==> config.mk <==
export PLATFORM = sky130hd
export DESIGN_NAME = add_rca_pipe
export DESIGN_NICKNAME = d
export VERILOG_FILES = /design/src/rtl/full_adder.sv /design/src/rtl/add_rca_pipe.sv
export SDC_FILE = /design/constraint.sdc
export NUM_CORES = 1
export LEC_CHECK = 0
export CAP_MARGIN = 10
export CORE_UTILIZATION = 63
export DETAILED_ROUTE_END_ITERATION = 10
export DONT_BUFFER_PORTS = 1
export HOLD_SLACK_MARGIN = 0.1
export PLACE_DENSITY = 0.79
export SKIP_CTS_REPAIR_TIMING = 1
export SYNTH_ARGS = -nofsm -noshare
export SYNTH_HDL_FRONTEND = slang
export SYNTH_SLANG_ARGS = --single-unit
==> constraint.sdc <==
create_clock -name clk -period 4.75 [get_ports clk]
set_input_delay 0.95 -clock clk [delete_from_list [all_inputs] [get_ports clk]]
set_output_delay 0.95 -clock clk [all_outputs]
set_load 0.005 [all_outputs]
==> src/rtl/full_adder.sv <==
// Single-bit full adder cell used as the building block of the ripple-carry datapath.
module full_adder (
  input  logic X,
  input  logic Y,
  input  logic ci,
  output logic sum,
  output logic co
);

  assign sum = X ^ Y ^ ci;
  assign co  = (X & Y) | (ci & (X ^ Y));

endmodule

==> src/rtl/add_rca_pipe.sv <==
// Pipelined ripple-carry adder/subtractor with valid/ready handshake.
// Each stage adds one slice of WIDTH/STAGES bits and registers the carry into the next slice.
module add_rca_pipe #(
  parameter int WIDTH  = 16,
  parameter int STAGES = 4
) (
  input  logic             clk,
  input  logic             rst,
  input  logic             in_valid,
  output logic             in_ready,
  input  logic [WIDTH-1:0] X,
  input  logic [WIDTH-1:0] Y,
  input  logic             ci,
  input  logic             sub,
  output logic             out_valid,
  input  logic             out_ready,
  output logic [WIDTH-1:0] sum,
  output logic             co,
  output logic             ovf
);

  localparam int SW = WIDTH / STAGES;

  generate
    if ((WIDTH % STAGES) != 0 || WIDTH < 2 || STAGES < 1) begin : g_badParam
      $error("add_rca_pipe: WIDTH must be >= 2 and a multiple of STAGES");
    end
  endgenerate

  logic             w_adv;
  logic [WIDTH-1:0] w_aIn   [STAGES];
  logic [WIDTH-1:0] w_bIn   [STAGES];
  logic [WIDTH-1:0] w_sumIn [STAGES];
  logic             w_vIn   [STAGES];
  logic [SW:0]      w_chain [STAGES];
  logic [SW-1:0]    w_slSum [STAGES];

  logic [WIDTH-1:0] r_a   [STAGES];
  logic [WIDTH-1:0] r_b   [STAGES];
  logic [WIDTH-1:0] r_sum [STAGES];
  logic             r_c   [STAGES];
  logic             r_v   [STAGES];
  logic             r_ovf;

  assign w_adv    = out_ready || !out_valid;
  assign in_ready = w_adv;

  // Operands travel down the pipe alongside the partial sum; the subtract
  // inversion happens at entry so each beat carries its own mode.
  generate
    for (genvar s = 0; s < STAGES; s++) begin : g_stage
      if (s == 0) begin : g_first
        assign w_aIn[s]      = X;
        assign w_bIn[s]      = sub ? ~Y : Y;
        assign w_sumIn[s]    = '0;
        assign w_vIn[s]      = in_valid;
        assign w_chain[s][0] = sub | ci;
      end else begin : g_next
        assign w_aIn[s]      = r_a[s-1];
        assign w_bIn[s]      = r_b[s-1];
        assign w_sumIn[s]    = r_sum[s-1];
        assign w_vIn[s]      = r_v[s-1];
        assign w_chain[s][0] = r_c[s-1];
      end

      for (genvar j = 0; j < SW; j++) begin : g_bit
        full_adder u_fa (
          .X   (w_aIn[s][s*SW + j]),
          .Y   (w_bIn[s][s*SW + j]),
          .ci  (w_chain[s][j]),
          .sum (w_slSum[s][j]),
          .co  (w_chain[s][j+1])
        );
      end
    end
  endgenerate

  always_ff @(posedge clk) begin
    if (rst) begin
      for (int s = 0; s < STAGES; s++) begin
        r_v[s]   <= 1'b0;
        r_a[s]   <= '0;
        r_b[s]   <= '0;
        r_sum[s] <= '0;
        r_c[s]   <= 1'b0;
      end
      r_ovf <= 1'b0;
    end else if (w_adv) begin
      for (int s = 0; s < STAGES; s++) begin
        r_v[s]               <= w_vIn[s];
        r_a[s]               <= w_aIn[s];
        r_b[s]               <= w_bIn[s];
        r_sum[s]             <= w_sumIn[s];
        r_sum[s][s*SW +: SW] <= w_slSum[s];
        r_c[s]               <= w_chain[s][SW];
      end
      // Carry into the MSB is the second-to-last tap of the final slice's chain.
      r_ovf <= w_chain[STAGES-1][SW-1] ^ w_chain[STAGES-1][SW];
    end
  end

  assign out_valid = r_v[STAGES-1];
  assign sum       = r_sum[STAGES-1];
  assign co        = r_c[STAGES-1];
  assign ovf       = r_ovf;

endmodule

Word-level counts from Yosys, hierarchy flattened
Memory sizes are Yosys's and may differ from the RTL's.
Cells that the tools add are included.
{ "op_classes": {"mux": 30, "n_reduce_logical": 2, "n_bitwise": 107} }
{ "ops": {"columns": ["cell", "count"], "rows": [
  ["$mux 16", 13],
  ["$or 1x1->1", 41],
  ["$xor 1x1->1", 33],
  ["$and 1x1->1", 32],
  ["$mux 4", 4],
  ["$not 16->16", 1],
  ["$mux 1", 13],
  ["$logic_not 1->1", 1],
  ["$logic_or 1x1->1", 1]
]} }
{ "word_totals": {"memories": 5, "in_bits": 38, "ramBits": 200, "regBits": 1, "out_inout_bits": 20} }
{ "memory_table": {"columns": ["memory", "words", "word_bits", "read_ports", "rd_ports_with_merged_regs", "wr", "line_no", "source"], "rows": [
  ["r_a", 4, 16, 3, 0, 4, "add_rca_pipe.sv:38", "logic [WIDTH-1:0] r_a [STAGES];"],
  ["r_b", 4, 16, 3, 0, 4, "add_rca_pipe.sv:39", "logic [WIDTH-1:0] r_b [STAGES];"],
  ["r_sum", 4, 16, 4, 0, 4, "add_rca_pipe.sv:40", "logic [WIDTH-1:0] r_sum [STAGES];"],
  ["r_c", 4, 1, 4, 0, 4, "add_rca_pipe.sv:41", "logic r_c [STAGES];"],
  ["r_v", 4, 1, 4, 0, 4, "add_rca_pipe.sv:42", "logic r_v [STAGES];"]
]} }

Logic depth before layout (Yosys ltp)
Gate-level depths: netlist (run 1).
{ "logic_depth": {"depth_word": 12, "mapped_depth": 9, "ltp_nobuf": 8} }

Modules after synthesis
A second synthesis (run 1) with hierarchy kept.
{ "unflattened": {"cells_unflattened": 256, "area_unflattened_um2": 4355.4} }
{ "modules_own_cells": {"columns": ["module", "instances", "area_per_inst_um2", "seq_area_each_um2", "cells_each"], "rows": [
  ["add_rca_pipe", 1, 4035.1, 2902.8, 240],
  ["full_adder", 16, 20.0, 0.0, 1]
]} }

Worst setup path after synthesis (run 1)
OpenSTA, ideal clock, no wires.
{ "synth_timing": {"path_kind": "input to register", "start": "input port rst", "end": "memory r_a[0][10] (enable)", "arrival_time_ns": 3.633, "cell_stages": 3, "slack_ns": 0.646, "required_ns": 4.279, "path_cell_list": "buf_4 buf_2 nand2b_1"} }
{ "synth_lines": {"columns": ["item", "line_no", "source"], "rows": [
  ["from (decl)", "add_rca_pipe.sv:8", "input logic rst,"],
  ["to (decl)", "add_rca_pipe.sv:38", null]
]} }

==> flow_summary.yaml, run 1 <==
synthesis:
  synth_top_area_share: 0.655
  yosys.cell_types.count: 18
  ys_ff_latch: 97
  ys_top_cells_by_area: "edfxtp_1 (65%), nor3b_1 (13%), fa_1 (7.3%)"
  netlist_area_um2: 4400
  syn-instance-count: 278
  yosysWarnings: 0
  syn-mean-instance-area_um2: 15.8
  synth_nets: 332
  yosys.area.top_type: "edfxtp_1"
  synth_seq_area_share: 0.659
placed_design:
  place.gp.congestion: 0.703
  portBuffers: 0
  post-dp-hpwl_um: 3320
cts:
  clockBufferDepth: 2
  htree_levels: 3
  cts_tree: "built"
  clock_latency_ps: 350
  cts_buffers: 9
  cts.sinks: 97
  clk_pin_slew_ps: 90
  clock-root-buffer: "clkbuf_8"
global_routing:
  grt_start_max_net_pins: 99
  antenna_found_initial: 0
  grt_pass1_wl_um: 9620
  grt-ovfl-total: 0
  grt_pass1_vias: 2010
  track_usage: 0.177
routing:
  wl_per_cell_um: 17.0
  postRouteAntennaNets: 0
  firstDrtPassIters: 4
  vias_per_cell: 5.78
  finalWirelength_um: 5960
  drc: 0
  num_vias: 2029
  drt_first_iter_violations: 171
final_layout:
  final-seq-area_um2: 2900
  antenna_cells: 0
  drive_gt1_frac: 0.144
  multi_input_area_um2: 1290
  num-fill-cells: 454
  area_delta_synth_final_pct: 4.92
  fin_nets: 321
  utilization: 0.684
timing:
  tns_ps: 0
  layout_worst_path_cycle_share: 0.596
  skew_ps: 8.72
  hold_viol_final: 0
  tightest_slew_ps: 1030
  min_period_ps: 2830
  rsz0062_at_grt: "no"
  maxSlewHeadroom: 0.315
  holdWs_ps: 609
  timing.fmax_ghz: 0.353
  setup_viol: 0
  slew_violations: 0
setup_path:
  r2r_end: "r_c[3]"
  critPathRequiredTime_ps: 4810
  critical_path_arrival_ps: 2890
  cp-end-kind: "register"
  reg2reg_slack_ps: 2150
  r2r_cells: 7
  start_kind: "input port"
  crit_fanout: 17
  startpoint: "sub"
  rr_startpoint: "r_c[2]"
  crit_end: "r_sum[0][3]"
  path_class: "in -> reg"
floorplanning:
  coreArea_um2: 6760
  die_area_um2: 7330
  chipWidth_um: 85.6
  start_util: 0.652
  fp.dieH_um: 85.6
  ios: 58
  rows: 30
worst_hold_path:
  hold_start: "r_sum[1][0]"
  min_path_type: "reg -> reg"
power:
  power.density_nw_per_um2: 367
  leakage_nw: 1.69
  finalPower_mw: 1.70
  ir_worst_vdd_mv: 0.205
outcome:
  status: "finished, final reports clean"
flow_run:
  drv_cap: 0
==> logic make-up after synthesis <==
family / share of synthesized area
simple gates: 0.179
flops: 0.659
fa+ha+maj: 0.0727
xor+xnor: 0.0338
compound gates: 0.00284
buf+inv: 0.0520
==> synthesized netlist by cell type <==
cell and n:
nor2b_1 1, nor3_2 20, clkbuf_1 7, inv_2 1, inv_1 22, nor3b_1 75, dfxtp_1 1, buf_6 3
buf_2 9, buf_4 5, a211oi_2 1, nand2b_1 1, nor2_1 1, xnor2_1 16, nor3_1 2, edfxtp_1 96
xor2_1 1, fa_1 16
==> cells in the final DEF (no fill, tap or decap) <==
cell type and count:
xnor2_1 16, edfxtp_1 96, nand2b_4 1, nor2_1 1, nor3_2 20, inv_1 22, xor2_1 1, clkbuf_8 9
a211oi_2 1, bufinv_16 2, buf_4 1, nor2b_4 1, buf_16 1, clkbuf_1 1, clkinv_1 1, nor3b_1 75
dfxtp_1 1, clkinv_4 2, nor3_1 2, inv_2 1, fa_1 16
==> flip-flops by register name, indices dropped and copies added, names as in the netlist <==
signal / count
r_v: 4
ovf: 1
r_sum: 40
r_c: 4
r_b: 24
r_a: 24
==> where the power goes <==
part	internal, mW	switching [mW]	total, mW
clock	0.294	0.264	0.558
sequential	1.01	0.0175	1.02
combinational	0.0631	0.0501	0.113
==> worst min path at each step <==
stage          cells after the start     endpoint  slack [ps]
2_1_floorplan                      1   r_a[0][24]         570
3_3_place_gp                       1  r_sum[2][6]         580
3_5_place_dp                       1  r_sum[3][1]         580
4_1_cts                            1   r_a[0][28]         610
5_1_grt                            1   r_a[0][29]         620
6_report                           1  r_sum[2][0]         610
==> metrics by stage <==
step	instance area, µm²	setup WS [ps]	instances
after floorplan	4400	646	278
after global routing	4620	1860	351
after CTS	4590	1940	350
final	4620	1920	351
after global placement	4380	1620	335
after detailed placement	4380	1580	335
==> metal layers <==
layer	vias up	routed length [µm]	track usage
met4	0	108	0.0909
li1	964	-	-
met5	-	0	0
met1	1010	2630	0.236
met3	8	170	0.0318
met2	47	3040	0.284
==> worst max-delay path, stage by stage <==
cell and delay, ps:
xnor2_1 120, fa_1 410, fa_1 400, fa_1 370, inv_1 80, fa_1 400, nor3b_1 150
==> final cells by class <==
type / instances / area share
Clock buffer: 10 / 0.0276
Clock inverter: 5 / 0.0176
Inverter: 23 / 0.0187
Multi-Input combinational cell: 134 / 0.278
Sequential cell: 97 / 0.628
Tap cell: 80 / 0.0217
Timing Repair Buffer: 2 / 0.00758
No activity file was read; power rests on OpenSTA's default activity.
==> run 2, diff against run 1 <==
==> constraint.sdc (replaced) <==
create_clock -name clk -period 2.7 [get_ports clk]
set_input_delay 0.54 -clock clk [delete_from_list [all_inputs] [get_ports clk]]
set_output_delay 0.54 -clock clk [all_outputs]
set_load 0.005 [all_outputs]
==> flow_summary.yaml, run 2 (synthesized netlist as in run 1, its figures left out) <==
final_layout:
  antenna_cells: 0
  layout_common_cells: "edfxtp_1 (96), nor3b_1 (75), inv_1 (22)"
  mostFrequentLayoutCell: "edfxtp_1"
  reg_top3: "r_sum: 40 flops, r_a: 24 flops, r_b: 24 flops"
  drive_gt1_frac: 0.154
  num-fill-cells: 465
  utilization: 0.683
  largest_reg_flops: 40
  top_register: "r_sum"
  area_delta_synth_final_pct: 4.83
  fin_nets: 322
  final_area_um2: 4620
routing:
  drt_first_iter_violations: 123
  drc: 0
  num_vias: 2030
  postRouteAntennaNets: 0
  wl_per_cell_um: 16.5
  firstDrtPassIters: 6
  vias_per_cell: 5.75
  finalWirelength_um: 5810
outcome:
  status: "finished, final reports clean"
global_routing:
  track_usage: 0.175
  grt_pass1_wl_um: 9420
  grt_pass1_vias: 1984
  grt-ovfl-total: 0
  grt_start_max_net_pins: 99
  antenna_found_initial: 0
placed_design:
  place.gp.congestion: 0.712
  post-dp-hpwl_um: 3360
  place_area_um2: 4430
  portBuffers: 0
  place_ws_ps: 37.4
timing:
  timing.fmax_ghz: 0.390
  layout_worst_path_cycle_share: 0.949
  skew_ps: 6.71
  setup_ws_ps: 137
  min_period_ps: 2560
  setup_viol: 0
  rsz0062_at_grt: "no"
  holdWs_ps: 283
  tightest_slew_ps: 416
  slew_violations: 0
  maxSlewHeadroom: 0.723
  hold_viol_final: 0
setup_path:
  critical_path_arrival_ps: 2840
  critPathRequiredTime_ps: 2970
  reg2reg_slack_ps: 140
  cpMaxStageDelayCell: "fa_1"
  path_class: "reg -> reg"
  path_cells: "fa_1, inv_1, fa_1, inv_1, fa_1, fa_1, xnor2_1, a211oi_2"
  critPathMaxStageDelay_ps: 500
  crit_top_cell: "fa_1"
  crit_fanout: 2
  cp-end-kind: "register"
  start_kind: "register"
  r2r_cells: 8
  r2r_end: "ovf"
  rr_startpoint: "r_c[2]"
cts:
  clockBufferDepth: 2
  clock_latency_ps: 350
  clock-root-buffer: "clkbuf_8"
  clk_pin_slew_ps: 90
  cts_buffers: 9
  htree_levels: 3
  cts_tree: "built"
  cts.sinks: 97
worst_hold_path:
  hold_depth: 1
  min_path_type: "in -> reg"
  min_delay_worst_endpoint: "ovf"
  hold_start: "rst"
floorplanning:
  coreArea_um2: 6760
  ios: 58
  fp.dieH_um: 85.6
  chipWidth_um: 85.6
  rows: 30
  die_area_um2: 7330
  start_util: 0.652
power:
  finalPower_mw: 2.89
  leakage_nw: 1.67
  power.density_nw_per_um2: 625
  ir_worst_vdd_mv: 0.331
flow_run:
  drv_cap: 0
[run 2: cell count changes in the layout (fill, tap and decap cells not counted)]
cell and change:
clkinv_4 -2, clkbuf_1 +1, fa_2 +2, fa_1 -2
buf_16 -1, buf_12 +2, clkinvlp_4 +3, bufinv_16 -1
[run 2: worst max-delay path, delay by kind of cell, from the launching register on]
family / cells / cell delay [ps]
AOI/OAI and AO/OA: 1 / 220
DFF: 1 / 430
xor gates and xnor gates: 1 / 150
adders and majority gates: 4 / 1560
buffers and inverters: 2 / 130
[run 2: metal layers]
layer | vias up | wire (µm) | global-route usage
met3 | 11 | 150 | 0.0318
met1 | 1006 | 2610 | 0.226
li1 | 968 | - | -
met2 | 45 | 2900 | 0.281
met5 | - | 0 | 0
met4 | 0 | 146 | 0.100
[run 2: power breakdown]
| part | total, mW | switching (mW) | internal, mW |
|---|---|---|---|
| Clock | 0.887 | 0.462 | 0.426 |
| Combinational | 0.198 | 0.0859 | 0.112 |
| Sequential | 1.80 | 0.0316 | 1.77 |
[run 2: stage by stage]
stage | instances | setup TNS (ps)
final | 353 | 0
after global routing | 353 | 0
after CTS | 353 | 0
after detailed placement | 337 | 0
after global placement | 337 | 0
after floorplan | 278 | -180
[run 2: how the worst max path moves through the flow]
| stage | startpoint | to |
|---|---|---|
| 3_3_place_gp | sub | r_sum[0][3] |
| 6_report | r_c[2] | ovf |
| 5_1_grt | r_c[2] | ovf |
| 3_5_place_dp | sub | r_sum[0][3] |
| 2_1_floorplan | sub | r_sum[0][3] |
| 4_1_cts | r_c[2] | ovf |
[run 2: final cells by class]
cell class	instances	area, µm²	share of cell area
Multi-Input combinational cell	134	1290	0.280
Clock inverter	5	56.3	0.0122
Inverter	23	86.3	0.0187
Timing Repair Buffer	3	47.5	0.0103
Clock buffer	11	131	0.0285
Sequential cell	97	2900	0.629
Tap cell	80	100	0.0217
